File: src/rtl/write_back_unit_pkg.sv
// Shared types and defaults for the write-back stage.
package write_back_unit_pkg;

    localparam int unsigned XLEN_DEFAULT = 32;

    typedef enum logic [1:0] {
        NO_WRITE_BACK   = 2'd0,
        WRITE_BACK_PC   = 2'd1,
        WRITE_BACK_OUT  = 2'd2,
        WRITE_BACK_LOAD = 2'd3
    } write_back_op_t;

    typedef enum logic [1:0] {
        LOAD_BYTE = 2'd0,
        LOAD_HALF = 2'd1,
        LOAD_WORD = 2'd2
    } load_size_t;

    typedef enum logic {
        NO_REG_DATA    = 1'b0,
        WRITE_REG_DATA = 1'b1
    } reg_file_op_t;

endpackage

File: src/rtl/write_back_unit_load_align.sv
// Combinational load extraction: selects byte/half/word from an aligned word and extends to XLEN.
module load_align
    import write_back_unit_pkg::*;
#(
    parameter int unsigned XLEN = XLEN_DEFAULT
)
(
    input  logic [XLEN-1:0] load_data,
    input  logic [1:0]      byte_offset,
    input  load_size_t      load_size,
    input  logic            load_unsigned,
    output logic [XLEN-1:0] load_value
);

    logic [7:0]  byte_sel;
    logic [15:0] half_sel;
    logic        fill;
    logic [31:0] word_ext;

    assign byte_sel = load_data[{byte_offset, 3'b000} +: 8];
    assign half_sel = load_data[{byte_offset[1], 4'b0000} +: 16];

    always_comb begin
        fill     = 1'b0;
        word_ext = load_data[31:0];
        case (load_size)
            LOAD_BYTE: begin
                fill     = ~load_unsigned & byte_sel[7];
                word_ext = {{24{fill}}, byte_sel};
            end
            LOAD_HALF: begin
                fill     = ~load_unsigned & half_sel[15];
                word_ext = {{16{fill}}, half_sel};
            end
            default: begin
                fill     = ~load_unsigned & load_data[31];
                word_ext = load_data[31:0];
            end
        endcase
    end

    // XLEN == 32 needs no fill above bit 31; a zero-width replication is illegal.
    generate
        if (XLEN == 32) begin : g_xlen32
            assign load_value = word_ext;
        end else begin : g_xlen_wide
            assign load_value = {{(XLEN-32){fill}}, word_ext};
        end
    endgenerate

endmodule

File: src/rtl/write_back_unit.sv
// Write-back stage: result selection, load alignment and a DEPTH-entry retire FIFO.
// Optional macro WB_INSTRET_EN adds a 64-bit retired-instruction counter output.
module write_back_unit
    import write_back_unit_pkg::*;
#(
    parameter int unsigned XLEN  = XLEN_DEFAULT,
    parameter int unsigned DEPTH = 2
)
(
    input  logic            clock,
    input  logic            reset,
    input  logic            in_valid,
    output logic            in_ready,
    input  logic            flush,
    input  logic [XLEN-1:0] pc_4,
    input  logic [XLEN-1:0] result,
    input  logic [XLEN-1:0] load_data,
    input  logic [1:0]      byte_offset,
    input  load_size_t      load_size,
    input  logic            load_unsigned,
    input  logic [4:0]      rd,
    input  write_back_op_t  write_back_ctrl,
    input  logic            out_ready,
    output reg_file_op_t    register_op,
    output logic [4:0]      register_addr,
    output logic [XLEN-1:0] register_data,
    output logic            out_valid
`ifdef WB_INSTRET_EN
    ,
    output logic [63:0]     instret
`endif
);

    localparam int unsigned PTR_W = (DEPTH > 1) ? $clog2(DEPTH) : 1;
    localparam int unsigned CNT_W = $clog2(DEPTH + 1);
    localparam logic [CNT_W-1:0] FULL = CNT_W'(DEPTH);

    logic [XLEN-1:0]  data_q [DEPTH];
    logic [4:0]       addr_q [DEPTH];
    logic [DEPTH-1:0] wen_q;

    logic [PTR_W-1:0] wptr_q, wptr_d;
    logic [PTR_W-1:0] rptr_q, rptr_d;
    logic [CNT_W-1:0] count_q, count_d;

    logic            push;
    logic            pop;
    logic [XLEN-1:0] load_value;
    logic [XLEN-1:0] push_data;
    logic            push_wen;

    load_align #(.XLEN(XLEN)) u_load_align (
        .load_data     (load_data),
        .byte_offset   (byte_offset),
        .load_size     (load_size),
        .load_unsigned (load_unsigned),
        .load_value    (load_value)
    );

    assign out_valid = (count_q != '0);
    assign in_ready  = (count_q < FULL);
    assign push      = in_valid & in_ready;
    assign pop       = out_valid & out_ready;

    always_comb begin
        push_data = '0;
        push_wen  = 1'b0;
        case (write_back_ctrl)
            WRITE_BACK_PC: begin
                push_data = pc_4;
                push_wen  = 1'b1;
            end
            WRITE_BACK_OUT: begin
                push_data = result;
                push_wen  = 1'b1;
            end
            WRITE_BACK_LOAD: begin
                push_data = load_value;
                push_wen  = 1'b1;
            end
            default: ;
        endcase
    end

    always_comb begin
        wptr_d  = wptr_q;
        rptr_d  = rptr_q;
        count_d = count_q;
        if (flush) begin
            wptr_d  = '0;
            rptr_d  = '0;
            count_d = '0;
        end else begin
            if (push) wptr_d = wptr_q + 1'b1;
            if (pop)  rptr_d = rptr_q + 1'b1;
            case ({push, pop})
                2'b10:   count_d = count_q + 1'b1;
                2'b01:   count_d = count_q - 1'b1;
                default: ;
            endcase
        end
    end

    always_ff @(posedge clock) begin
        if (reset) begin
            wptr_q  <= '0;
            rptr_q  <= '0;
            count_q <= '0;
        end else begin
            wptr_q  <= wptr_d;
            rptr_q  <= rptr_d;
            count_q <= count_d;
        end
    end

    // Storage needs no reset: entries are only observable while count covers them.
    always_ff @(posedge clock) begin
        if (push && !flush && !reset) begin
            data_q[wptr_q] <= push_data;
            addr_q[wptr_q] <= rd;
            wen_q[wptr_q]  <= push_wen;
        end
    end

    assign register_addr = out_valid ? addr_q[rptr_q] : '0;
    assign register_data = out_valid ? data_q[rptr_q] : '0;
    assign register_op   = (out_valid && wen_q[rptr_q] && (addr_q[rptr_q] != 5'd0))
                           ? WRITE_REG_DATA : NO_REG_DATA;

`ifdef WB_INSTRET_EN
    logic [63:0] instret_q;

    always_ff @(posedge clock) begin
        if (reset) begin
            instret_q <= '0;
        end else if (!flush && pop) begin
            instret_q <= instret_q + 64'd1;
        end
    end

    assign instret = instret_q;
`endif

endmodule

File: config.mk
export PLATFORM = sky130hd
export DESIGN_NAME = write_back_unit
export DESIGN_NICKNAME = d
export VERILOG_FILES = /design/src/rtl/write_back_unit_pkg.sv /design/src/rtl/write_back_unit_load_align.sv /design/src/rtl/write_back_unit.sv
export SDC_FILE = /design/constraint.sdc
export NUM_CORES = 1
export LEC_CHECK = 0
export ABC_AREA = 0
export BUFFER_PORTS_ARGS = -buffer_cell sky130_fd_sc_hd__buf_4
export CAP_MARGIN = 25
export CORE_MARGIN = 2
export CORE_UTILIZATION = 55
export DETAILED_ROUTE_END_ITERATION = 8
export PLACE_DENSITY = 0.86
export SYNTH_ARGS = -nofsm -noshare
export SYNTH_HDL_FRONTEND = slang
export SYNTH_HIERARCHICAL = 1
export SYNTH_SLANG_ARGS = --single-unit
File: constraint.sdc
create_clock -name clock -period 14.2 [get_ports clock]
set_clock_uncertainty 0.2 [all_clocks]
set_input_delay 3.55 -clock clock [delete_from_list [all_inputs] [get_ports clock]]
set_output_delay 3.55 -clock clock [all_outputs]
set_load 0.01 [all_outputs]
==> run summary <==
CTS root buffer = clkbuf_8
chip width = 96.3 microns
Multi-input gate area = 0.00209 sq mm
# Post-CTS Setup Buffers = 0
Max Freq = 0.171 GHz
Avg Inst Size Synth = 12.1 sq um
Synth warnings = 6
antenna violations before repair = 0
min Tclk post-route = 5850 ps
GPL Wtd Cong = 0.893
via count = 3708
Bufs on Longest Clock Path = 2
power per cell area = 93.0 mW/mm^2
FF-to-FF path depth = 2
family with the most delay on the worst path = simple AND/OR/NAND/NOR gates
cell with the most instances after synthesis = edfxtp_1
final WL = 12200 microns
DP Area = 0.00579 sq mm
CP dominant cell by count = buf_4
I/O pins = 153
Layout Nets = 633
vias in the first global route = 3470
total power = 0.557 mW
CP max stage delay = 530 ps
FF-to-FF Start = count_q[1]$_SDFFE_PP0P_
drt via density = 5.90
Hold WC Path Type = register to register
area of the mapped netlist = 0.00468 sq mm
IO buf count = 152
Mapped Nets = 500
ANT cells = 0
Initial Util = 0.570
Worst path slowest cell = buf_4
area delta synth->final = 27.9%
crit path launch type = register
Congestion Overflow GR = 0
# clock sinks = 81
Leak = 2.42 nW
setup slack, reg-to-reg = 12070 ps
# rows = 33
CTS tree = yes
Num CTS Buffers = 9
DR WL/cell = 19.4 microns
Seq cells post-synth = 81
setup_tns = 0 ps
Buffers & Inverters on Critical Path = 2
Final Slew Violations = 0
Post-DRT Antenna Nets = 0
largest net degree at the start of global routing = 46
Slew @ Worst Pin = 950 ps
post-synth top area share = 0.487
run status = completed
MaxCap Viol Count = 0
height of the die = 96.3 microns
clock-pin slew on the worst setup and hold paths = 90 ps
Register Area = 0.00238 sq mm
Post-CTS Hold Buffers = 0
CORE AREA = 0.00822 sq mm
# resized after CTS = 0
crit path max fanout = 39
fin area = 0.00599 sq mm
EDFF count, synth = 76
Skew-Pair Late Insertion Delay = 350 ps
Synth area leaders = edfxtp_1 49%, mux2_4 9.3%, mux2i_1 8.3%
Cells after Synth = 386
synth cell count leaders = 76 x edfxtp_1, 40 x nor2_1, 39 x mux2i_1
DRC viols = 0
CP arrival = 2100 ps
register area share after synthesis = 0.509
largest area contributor in the netlist = edfxtp_1
GRT Total Usage = 0.263
CP endpoint = register_op
Die Area = 0.00927 sq mm
crit share post-route = 0.412
CP Data Required Time = 10450 ps
RSZ-0062 raised after global routing = false
first-pass GRT wire length = 17700 microns
Peak VDD IR = 45.0 uV
# setup viols final = 0
Worst Path Class, Setup = register to output port
# fillers = 582
r2r endpoint = data_q[1][15]$_DFFE_PP_
critical path depth = 5
worst rel slew slack = 0.367
fraction of registers with async set/reset = 0
Final Hold Viols = 0
Top FF cell, synth = edfxtp_1
dpl hpwl = 8540 microns
Initial DRC Count = 209
share of layout cells above drive strength 1 = 0.441
CP endpoint kind = output port
CP Cell Sequence = buf_4 -> or4b_1 -> nor3_1 -> nor4_1 -> buf_4
1st-pass router iterations = 5
Distinct cells, synth = 37
H-tree levels = 3
## placed cells by master (no fill, tap or decap), types with 2 or more instances in the layout
cell type,count
buf_4,155
o21ai_0,9
nor4_1,2
nor3_1,7
mux2i_1,39
mux2_2,13
a22oi_1,8
mux2_4,29
clkinvlp_4,2
or2_2,2
a21oi_2,10
xor2_1,2
dfxtp_1,4
xnor2_1,2
edfxtp_1,76
nor2_1,39
a21oi_1,22
nor2b_1,11
a22o_1,32
clkbuf_8,9
inv_1,5
nand2_1,25
## flip-flops by register name (all words and copies together) (netlist names), named ones only
signal   flops
data_q      64
addr_q      10
count_q      2
wen_q        2
rptr_q       1
wptr_q       1
## where the power goes
group	internal (mW)	switching (mW)	total, mW
Sequential	0.269	0.00188	0.271
Clock	0.0830	0.0885	0.171
Combinational	0.0605	0.0542	0.115
## stage by stage
stage	utilization	instances	setup slack, ps	hold WS (ps)
4_1_cts	0.729	629	8310	378
2_1_floorplan	-	386	6010	292
3_5_place_dp	0.704	613	8150	355
5_1_grt	0.729	629	8210	397
6_report	0.729	629	8350	394
3_3_place_gp	0.704	613	8210	325
## kinds of logic (layout without fill, tap and decap cells)
| logic type | after synthesis | in the layout | synth area share |
|---|---|---|---|
| flops | 81 | 81 | 0.509 |
| mux | 81 | 81 | 0.208 |
| xor+xnor | 4 | 4 | 0.00748 |
| simple gates | 95 | 95 | 0.0932 |
| compound gates | 86 | 86 | 0.133 |
| buf+inv | 38 | 176 | 0.0475 |
| fa+ha+maj | 1 | 1 | 0.00267 |
## cell type report
cell class / count / area share
flip-flops and latches: 81 / 0.398
multi-input cells: 267 / 0.349
repair buffers: 155 / 0.194
clock buffers: 9 / 0.0207
clock inverters: 7 / 0.0132
well taps: 105 / 0.0219
inverters: 5 / 0.00313
## layer usage
metal	global-route usage	routed length (microns)
met4	0.113	360
met2	0.454	6310
met1	0.328	4610
met5	0	0
met3	0.0399	901
## worst min-delay path by stage
| stage | from | endpoint | slack [ps] | cells past startpoint |
|---|---|---|---|---|
| after floorplan | count_q[1]$_SDFFE_PP0P_ | count_q[1]$_SDFFE_PP0P_ | 290 | 2 |
| after global placement | count_q[1]$_SDFFE_PP0P_ | count_q[1]$_SDFFE_PP0P_ | 330 | 2 |
| after detailed placement | count_q[1]$_SDFFE_PP0P_ | count_q[1]$_SDFFE_PP0P_ | 350 | 2 |
| after CTS | count_q[1]$_SDFFE_PP0P_ | count_q[1]$_SDFFE_PP0P_ | 380 | 2 |
| after global routing | count_q[1]$_SDFFE_PP0P_ | count_q[1]$_SDFFE_PP0P_ | 400 | 2 |
| final | count_q[1]$_SDFFE_PP0P_ | count_q[1]$_SDFFE_PP0P_ | 390 | 2 |
## worst min-delay path, cell delays in order, from the launching register on
cell      delay, ps
dfxtp_1         380
o21ai_0         110
a21boi_1         60
No activity file was read; power rests on OpenSTA's default activity.
